### src/rtl/color_pkg.sv
// Shared definitions for the colour configuration controller: register addresses,
// controller state encoding and power-on colour defaults (RGB332).
package color_pkg;

    localparam logic [2:0] ADDR_LINE       = 3'd0;
    localparam logic [2:0] ADDR_FLOOR      = 3'd1;
    localparam logic [2:0] ADDR_CEILING    = 3'd2;
    localparam logic [2:0] ADDR_BACKGROUND = 3'd3;

    localparam logic [7:0] DEF_LINE       = 8'hFF;
    localparam logic [7:0] DEF_FLOOR      = 8'h49;
    localparam logic [7:0] DEF_CEILING    = 8'h92;
    localparam logic [7:0] DEF_BACKGROUND = 8'h00;

    typedef enum logic [1:0] {
        ST_IDLE  = 2'd0,
        ST_ARMED = 2'd1,
        ST_APPLY = 2'd2
    } state_t;

    // Addresses above the background slot are reserved and map to no register.
    function automatic logic is_color_addr(input logic [2:0] addr);
        return addr <= ADDR_BACKGROUND;
    endfunction

endpackage

### src/rtl/color_reg_bank.sv
// Four 8-bit colour registers with an addressed write port and a parallel load
// that copies a whole set at once; the parallel load wins over a single write.
module color_reg_bank #(
    parameter logic [3:0][7:0] RST_VAL = '0
) (
    input  logic            clk,
    input  logic            rst_n,
    input  logic            wr_en,
    input  logic [1:0]      wr_addr,
    input  logic [7:0]      wr_data,
    input  logic            load_en,
    input  logic [3:0][7:0] load_data,
    output logic [3:0][7:0] rd_data
);

    logic [3:0][7:0] regs;

    always_ff @(posedge clk or negedge rst_n) begin
        if (!rst_n) begin
            regs <= RST_VAL;
        end else if (load_en) begin
            regs <= load_data;
        end else if (wr_en) begin
            regs[wr_addr] <= wr_data;
        end
    end

    assign rd_data = regs;

endmodule

### src/rtl/color_config_ctrl.sv
// Double-buffered colour configuration: the host writes a shadow set, and a commit
// copies it to the active set only at a frame boundary so the picture never tears.
module color_config_ctrl
    import color_pkg::*;
#(
    parameter logic [7:0] RST_LINE       = DEF_LINE,
    parameter logic [7:0] RST_FLOOR      = DEF_FLOOR,
    parameter logic [7:0] RST_CEILING    = DEF_CEILING,
    parameter logic [7:0] RST_BACKGROUND = DEF_BACKGROUND
) (
    input  logic       clk,
    input  logic       rst_n,
    input  logic       wr_valid,
    output logic       wr_ready,
    input  logic [2:0] wr_addr,
    input  logic [7:0] wr_data,
    input  logic       commit_req,
    input  logic       frame_start,
    output logic [7:0] line_color,
    output logic [7:0] floor_color,
    output logic [7:0] ceiling_color,
    output logic [7:0] background_color,
    output logic       commit_pending,
    output logic       commit_done
);

    // Register index 0 is the line colour, matching ADDR_LINE.
    localparam logic [3:0][7:0] RST_SET = {RST_BACKGROUND, RST_CEILING, RST_FLOOR, RST_LINE};

    state_t          state;
    state_t          state_nxt;
    logic            ready_st;
    logic            apply;
    logic            shadow_we;
    logic [3:0][7:0] shadow_q;
    logic [3:0][7:0] active_q;

    always_ff @(posedge clk or negedge rst_n) begin
        if (!rst_n) begin
            state       <= ST_IDLE;
            commit_done <= 1'b0;
        end else begin
            state       <= state_nxt;
            commit_done <= apply;
        end
    end

    always_comb begin
        state_nxt      = state;
        ready_st       = 1'b0;
        commit_pending = 1'b0;
        apply          = 1'b0;
        case (state)
            ST_IDLE: begin
                ready_st = 1'b1;
                if (commit_req) state_nxt = ST_ARMED;
            end
            ST_ARMED: begin
                commit_pending = 1'b1;
                if (frame_start) state_nxt = ST_APPLY;
            end
            ST_APPLY: begin
                commit_pending = 1'b1;
                apply          = 1'b1;
                state_nxt      = ST_IDLE;
            end
            default: state_nxt = ST_IDLE;
        endcase
    end

    // Held low while reset is asserted so the host cannot write into a clearing bank.
    assign wr_ready  = rst_n && ready_st;
    assign shadow_we = wr_valid && wr_ready && is_color_addr(wr_addr);

    color_reg_bank #(
        .RST_VAL (RST_SET)
    ) u_shadow (
        .clk       (clk),
        .rst_n     (rst_n),
        .wr_en     (shadow_we),
        .wr_addr   (wr_addr[1:0]),
        .wr_data   (wr_data),
        .load_en   (1'b0),
        .load_data ('0),
        .rd_data   (shadow_q)
    );

    color_reg_bank #(
        .RST_VAL (RST_SET)
    ) u_active (
        .clk       (clk),
        .rst_n     (rst_n),
        .wr_en     (1'b0),
        .wr_addr   (2'b00),
        .wr_data   (8'h00),
        .load_en   (apply),
        .load_data (shadow_q),
        .rd_data   (active_q)
    );

    assign line_color       = active_q[0];
    assign floor_color      = active_q[1];
    assign ceiling_color    = active_q[2];
    assign background_color = active_q[3];

endmodule

### config.mk
export PLATFORM = sky130hd
export DESIGN_NAME = color_config_ctrl
export DESIGN_NICKNAME = d
export VERILOG_FILES = /design/src/rtl/color_pkg.sv /design/src/rtl/color_reg_bank.sv /design/src/rtl/color_config_ctrl.sv
export SDC_FILE = /design/constraint.sdc
export NUM_CORES = 1
export LEC_CHECK = 0
export ABC_CLOCK_PERIOD_IN_PS = 3700
export CORE_MARGIN = 2
export CORE_UTILIZATION = 55
export CTS_CLUSTER_DIAMETER = 80
export DETAILED_ROUTE_END_ITERATION = 6
export PLACE_DENSITY_LB_ADDON = 0.1
export SYNTH_ARGS = -nofsm -noshare
export SYNTH_HDL_FRONTEND = slang
export SYNTH_SLANG_ARGS = --single-unit
### constraint.sdc
create_clock -name clk -period 3.7 [get_ports clk]
set_clock_uncertainty 0.2 [all_clocks]
set_input_delay 0.74 -clock clk [delete_from_list [all_inputs] [get_ports clk]]
set_output_delay 0.74 -clock clk [all_outputs]
set_load 0.02 [all_outputs]
# After elaboration in Yosys (flattened, before gate mapping)
# Index checks and enable logic that the tools add are counted.
word_totals:
  latchBits: 0
  output_inout_bits: 35
  mem_bits_rw: 0
  input_bits: 16
  romBits: 0
  register_bits: 67
  n_memories: 0
  word_cells: 33
classes:
  shifts: 0
  n_mul: 0
  addsub: 0
  n_lt_le_gt_ge: 3
  n_eq_ne: 4
  n_reduce_logical: 7
  n_div: 0
  n_mux: 9
  bitwise_logic: 0
ops:
  columns: ["cell", "count"]
  rows:
  - ["32-bit bitwise mux", 1]
  - ["8-bit demux with 2-bit select", 1]
  - ["8-bit two-way mux", 1]
  - ["1-bit logical AND", 4]
  - ["2-bit two-way mux", 2]
  - ["2-bit inequality test (second input constant)", 2]
  - ["2-bit case mux with 2 select lines", 1]
  - ["3-bit by 2-bit <= comparator with 1-bit output (second input constant)", 1]
  - ["2-bit by 3-bit < comparator with 1-bit output (second input constant)", 1]
  - ["1-bit two-way mux", 3]
  - ["2-bit by 1-bit == test with 1-bit output (second input constant)", 1]
  - ["2-bit == test (second input constant)", 1]
  - ["2-bit by 1-bit greater-or-equal comparator with 1-bit output (second input constant)", 1]
  - ["2-bit logical NOT", 1]
  - ["2-bit AND reduction", 1]
  - ["2-bit OR reduction", 1]

# Longest topological paths before layout
logic_depth:
  depth_word: 5
  depth_mapped: 6
  depth_no_buf: 5

# Modules after synthesis
# Synthesis repeated with hierarchy kept, for this count alone.
hier_totals:
  cells_unflattened: 382
  hier_area_um2: 3417.0
by_module_without_submodules:
  columns: ["mod", "n_inst", "area_each_um2", "seq_area_each_um2", "cells_each"]
  rows:
  - ["color_reg_bank", 2, 1605.3, 818.3, 182]
  - ["color_config_ctrl", 1, 206.4, 75.1, 18]

# Worst setup path after synthesis
# OpenSTA, ideal clock, no wires.
synth_timing:
  path_type: "input port to flip-flop"
  start: "input port wr_addr[1]"
  end: "register u_shadow.regs (netlist bit u_shadow.rd_data[0])"
  cell_stages: 4
  setup_time_ps: 82
  t_required_ps: 3418
  setup_slack_ps: 1679
  t_arrival_ps: 1738
  n_path_buf: 1
  path_cell_list: "nand2b_1 > or4_4 > buf_6 > mux2_4"
synth_via:
  elab_chain_len: 5
  elab_cells_between_ends: 8
  classes_between: "order compare: 3; mux: 3; reduce/logical: 2"
synth_rtl:
  columns: ["element", "line_no", "rtl"]
  rows:
  - ["start: declaration", "color_config_ctrl.sv:15", "input logic [2:0] wr_addr,"]
  - ["2-bit by 3-bit < comparator with 1-bit output (not written as such) or 2-bit by 1-bit greater-or-equal comparator with 1-bit output (tied branches)", "color_reg_bank.sv:24", "regs[wr_addr] <= wr_data;"]
  - ["1-bit logical AND (not written as such)", "color_reg_bank.sv:24", null]
  - ["8-bit two-way mux (not written as such)", "color_reg_bank.sv:24", null]
  - ["8-bit demux with 2-bit select", null, null]
  - ["32-bit bitwise mux", "color_reg_bank.sv:24", null]
  - ["end signal: assignment", "color_reg_bank.sv:22", "regs <= load_data;"]
  - ["end signal: indexed assignment", "color_reg_bank.sv:24", null]
  - ["end: declaration", "color_reg_bank.sv:16", "logic [3:0][7:0] regs;"]
# Several ways; a longest one is shown, not always the timed one.
# A chain may end at the register's enable or synchronous reset.

# Final worst setup path
layout_timing:
  start: "register state[0]"
  end: "output port wr_ready"
layout_via:
  elab_chain_len: 3
layout_rtl:
  columns: ["element", "line_no", "rtl"]
  rows:
  - ["start: declaration", "color_config_ctrl.sv:30", "state_t state;"]
  - ["start signal: assignment", "color_config_ctrl.sv:43", "state <= state_nxt;"]
  - ["2-bit logical NOT", "color_config_ctrl.sv:53", "case (state)"]
  - ["1-bit two-way mux", "color_config_ctrl.sv:53", null]
  - ["1-bit logical AND", "color_config_ctrl.sv:72", "assign wr_ready = rst_n && ready_st;"]
  - ["end: declaration", "color_config_ctrl.sv:14", "output logic wr_ready,"]
# Every way passes these cells.

==> run_results.csv <==
group,metric,value,unit
power,peakVddDrop,551,uV
synth,synth_area_leader_cell,"dfrtp_1",
clock_tree,cts_buffer_depth,2,
worst_setup_path,crit_required,2.76,ns
timing,slew_headroom,46.5,%
floorplan,pin_count,51,
place,dp.final_hpwl,3.15,mm
global_route,grt_usage,19.0,%
drt,drtIter0Drc,54,
clock_tree,cts_sinks,67,
global_route,grtUsageMet1,25.8,%
drt,ant_nets,0,
worst_setup_path,worstSetupPathType,"flop to output pin",
synth,syn-mean-instance-area,17.0,um2
clock_tree,cts_buffers,9,
timing,worst_slew_pin_slew,0.803,ns
finish,layout-drive-gt1-share,53.2,%
power,power_per_cell_area,844,nW/um2
place,gp_congestion,0.744,
clock_tree,cts_resized,0,
synth,syn_nets,178,
synth,synthTopCellsByArea,"dfrtp_1 (37%), dfstp_2 (28%), mux2_2 (24%)",
finish,diodes,0,
timing,fin_crit_sh,75.3,%
worst_setup_path,path_max_fanout,4,
synth,ys_seq_area_share,64.1,%
clock_tree,clockRootBuffer,"clkbuf_8",
synth,synth_seq_cells,67,
global_route,gr-usage-met3,4.66,%
drt,vias,1444,
timing,rsz0062_at_grt,"no",
clock_tree,htree_num_levels,3,
synth,synth_top_area_share,36.5,%
floorplan,die_h,73.7,um
min_path,hold_path_class,"flop to flop",
finish,syn2layout_area_growth,27.3,%
clock_tree,cts_tree,"yes",
finish,num-nets-final,236,
floorplan,fp.dieArea,5430,um2
floorplan,fp-row-count,25,
finish,layout_commonest_cell,"mux2_2",
global_route,antenna_found_initial,0,
global_route,grt_max_degree,68,
clock_tree,clock_latency,0.33,ns
global_route,grt_remaining_overflow,0,
worst_setup_path,timing.rr.start,"state[0]",
job,drv_cap,0,
drt,drcViolationCount,0,
place,port_buffers,50,
global_route,met2_usage,28.1,%
min_path,hold_end,"u_active.rd_data[15]",
timing,setup_viol,0,
drt,routed_via_density,5.27,
synth,syn_area,2670,um2
drt,wl_per_cell,16.6,um
timing,final_max_slew_viol_count,0,
worst_setup_path,r2r_end,"u_active.rd_data[13]",
synth,yosys.cell_types.count,18,
place,dp_cells,258,
min_path,hold_start,"u_shadow.rd_data[15]",
global_route,grt.busiest_layer,"met2",
worst_setup_path,arrival,1.85,ns
timing,fin_crit,2.79,ns
synth,ys_warn_count,0,
floorplan,core_area,4690,um2
run_status,status,"finished, final reports clean",
worst_setup_path,r2r_setup_slack,1.44,ns
global_route,grt_pass1_vias,1498,
global_route,grt_pass1_wl,7.48,mm
clock_tree,clk_pin_slew_worst_paths,0.07,ns
worst_setup_path,start_kind,"flop",
floorplan,dieWidth,73.7,um
worst_setup_path,end_kind,"output pin",
clock_tree,post_cts_buffers,0,
finish,layout_common_cells,"mux2_2 (58), clkdlybuf4s50_1 (49), dfrtp_1 (39)",
timing,hold_viol_final,0,
floorplan,start_util,56.9,%
finish,instances_no_fill,274,
drt,first_pass_iters,4,
clock_tree,postCtsHoldBufs,0,
min_path,hold_depth,1,
drt,routed_wl,4.55,mm
synth,syn-instance-count,157,
power,p_leak,1.50,nW
timing,fmax,359,MHz
timing,setup_tns,0,ns
worst_setup_path,r2r_cells,4,
## synthesized netlist by cell type (all sizes together)
| cell type | number |
|---|---|
| nand2 | 2 |
| dfrtp | 39 |
| nand4b | 1 |
| nand2b | 1 |
| nor2 | 2 |
| o22ai | 1 |
| inv | 5 |
| buf | 4 |
| ha | 5 |
| nor4 | 1 |
| dfstp | 28 |
| clkbuf | 1 |
| mux2 | 66 |
| or4 | 1 |
## registers in the layout, indices dropped and copies added (netlist names)
| name | flops |
|---|---|
| commit_done | 1 |
| u_shadow.rd_data | 32 |
| u_active.rd_data | 32 |
| state | 2 |
## power by group
part / internal, W / total, W / leakage (nW) / switching (W)
registers: 0.00113 / 0.00129 / 0.797 / 0.000159
logic: 0.000600 / 0.00104 / 0.614 / 0.000444
clock network: 0.000277 / 0.000535 / 0.0884 / 0.000257
total: 0.00201 / 0.00287 / 1.50 / 0.000861
## cells by family (layout without fill, tap and decap cells)
logic type                 after synthesis  in the layout  synth area share (%)
muxes                                   66             66                  28.9
DFF                                     67             67                  64.1
and+or+nand+nor                          8              8                  2.62
adders and majority gates                5              5                  2.34
buffers and inverters                   10             73                  1.78
AOI/OAI and AO/OA                        1              1                 0.234
## per-layer routing
| layer | wire, um | part of all wire, % |
|---|---|---|
| met5 | 0 | 0 |
| met4 | 95 | 2.1 |
| met3 | 170 | 3.7 |
| met2 | 2200 | 48 |
| met1 | 2080 | 46 |
## worst max path at each step
| stage | start | cells past startpoint | to | slack (ns) |
|---|---|---|---|---|
| final | state[0] | 5 | wr_ready | 0.91 |
| after global routing | state[0] | 5 | wr_ready | 0.81 |
| after CTS | state[0] | 5 | wr_ready | 0.89 |
| after detailed placement | wr_addr[2] | 4 | u_shadow.rd_data[26] | 1.01 |
| after global placement | wr_addr[2] | 4 | u_shadow.rd_data[31] | 1.06 |
| after floorplan | wr_addr[1] | 4 | u_shadow.rd_data[0] | 1.68 |
## metrics by stage
stage / setup WS, ns / cell area (um2) / power (W) / utilization (%) / hold WS (ns)
detailed placement: 1.01 / 3220 / 0.00236 / 68.6 / 0.290
finish: 0.914 / 3400 / 0.00287 / 72.5 / 0.305
floorplan: 1.68 / 2670 / 0.00193 / - / 0.244
global route: 0.813 / 3400 / 0.00302 / 72.5 / 0.325
CTS: 0.894 / 3400 / 0.00291 / 72.5 / 0.307
global placement: 1.06 / 3220 / 0.00230 / 68.6 / 0.284
## area by class of cell
type,count,area (um2)
repair buffers,52,510
fillers,293,1290
inverters,5,18.8
well taps,54,67.6
multi-input cells,80,912
clock inverters,4,25.0
flip-flops and latches,67,1710
clock buffers,12,155
## critical path: stages, from the launching register on
cell and delay (ns):
dfrtp_1 0.42, inv_1 0.12, ha_1 0.21, nand2_2 0.11, inv_1 0.06, clkdlybuf4s50_1 0.59
Power figures use the tool's default switching activity.
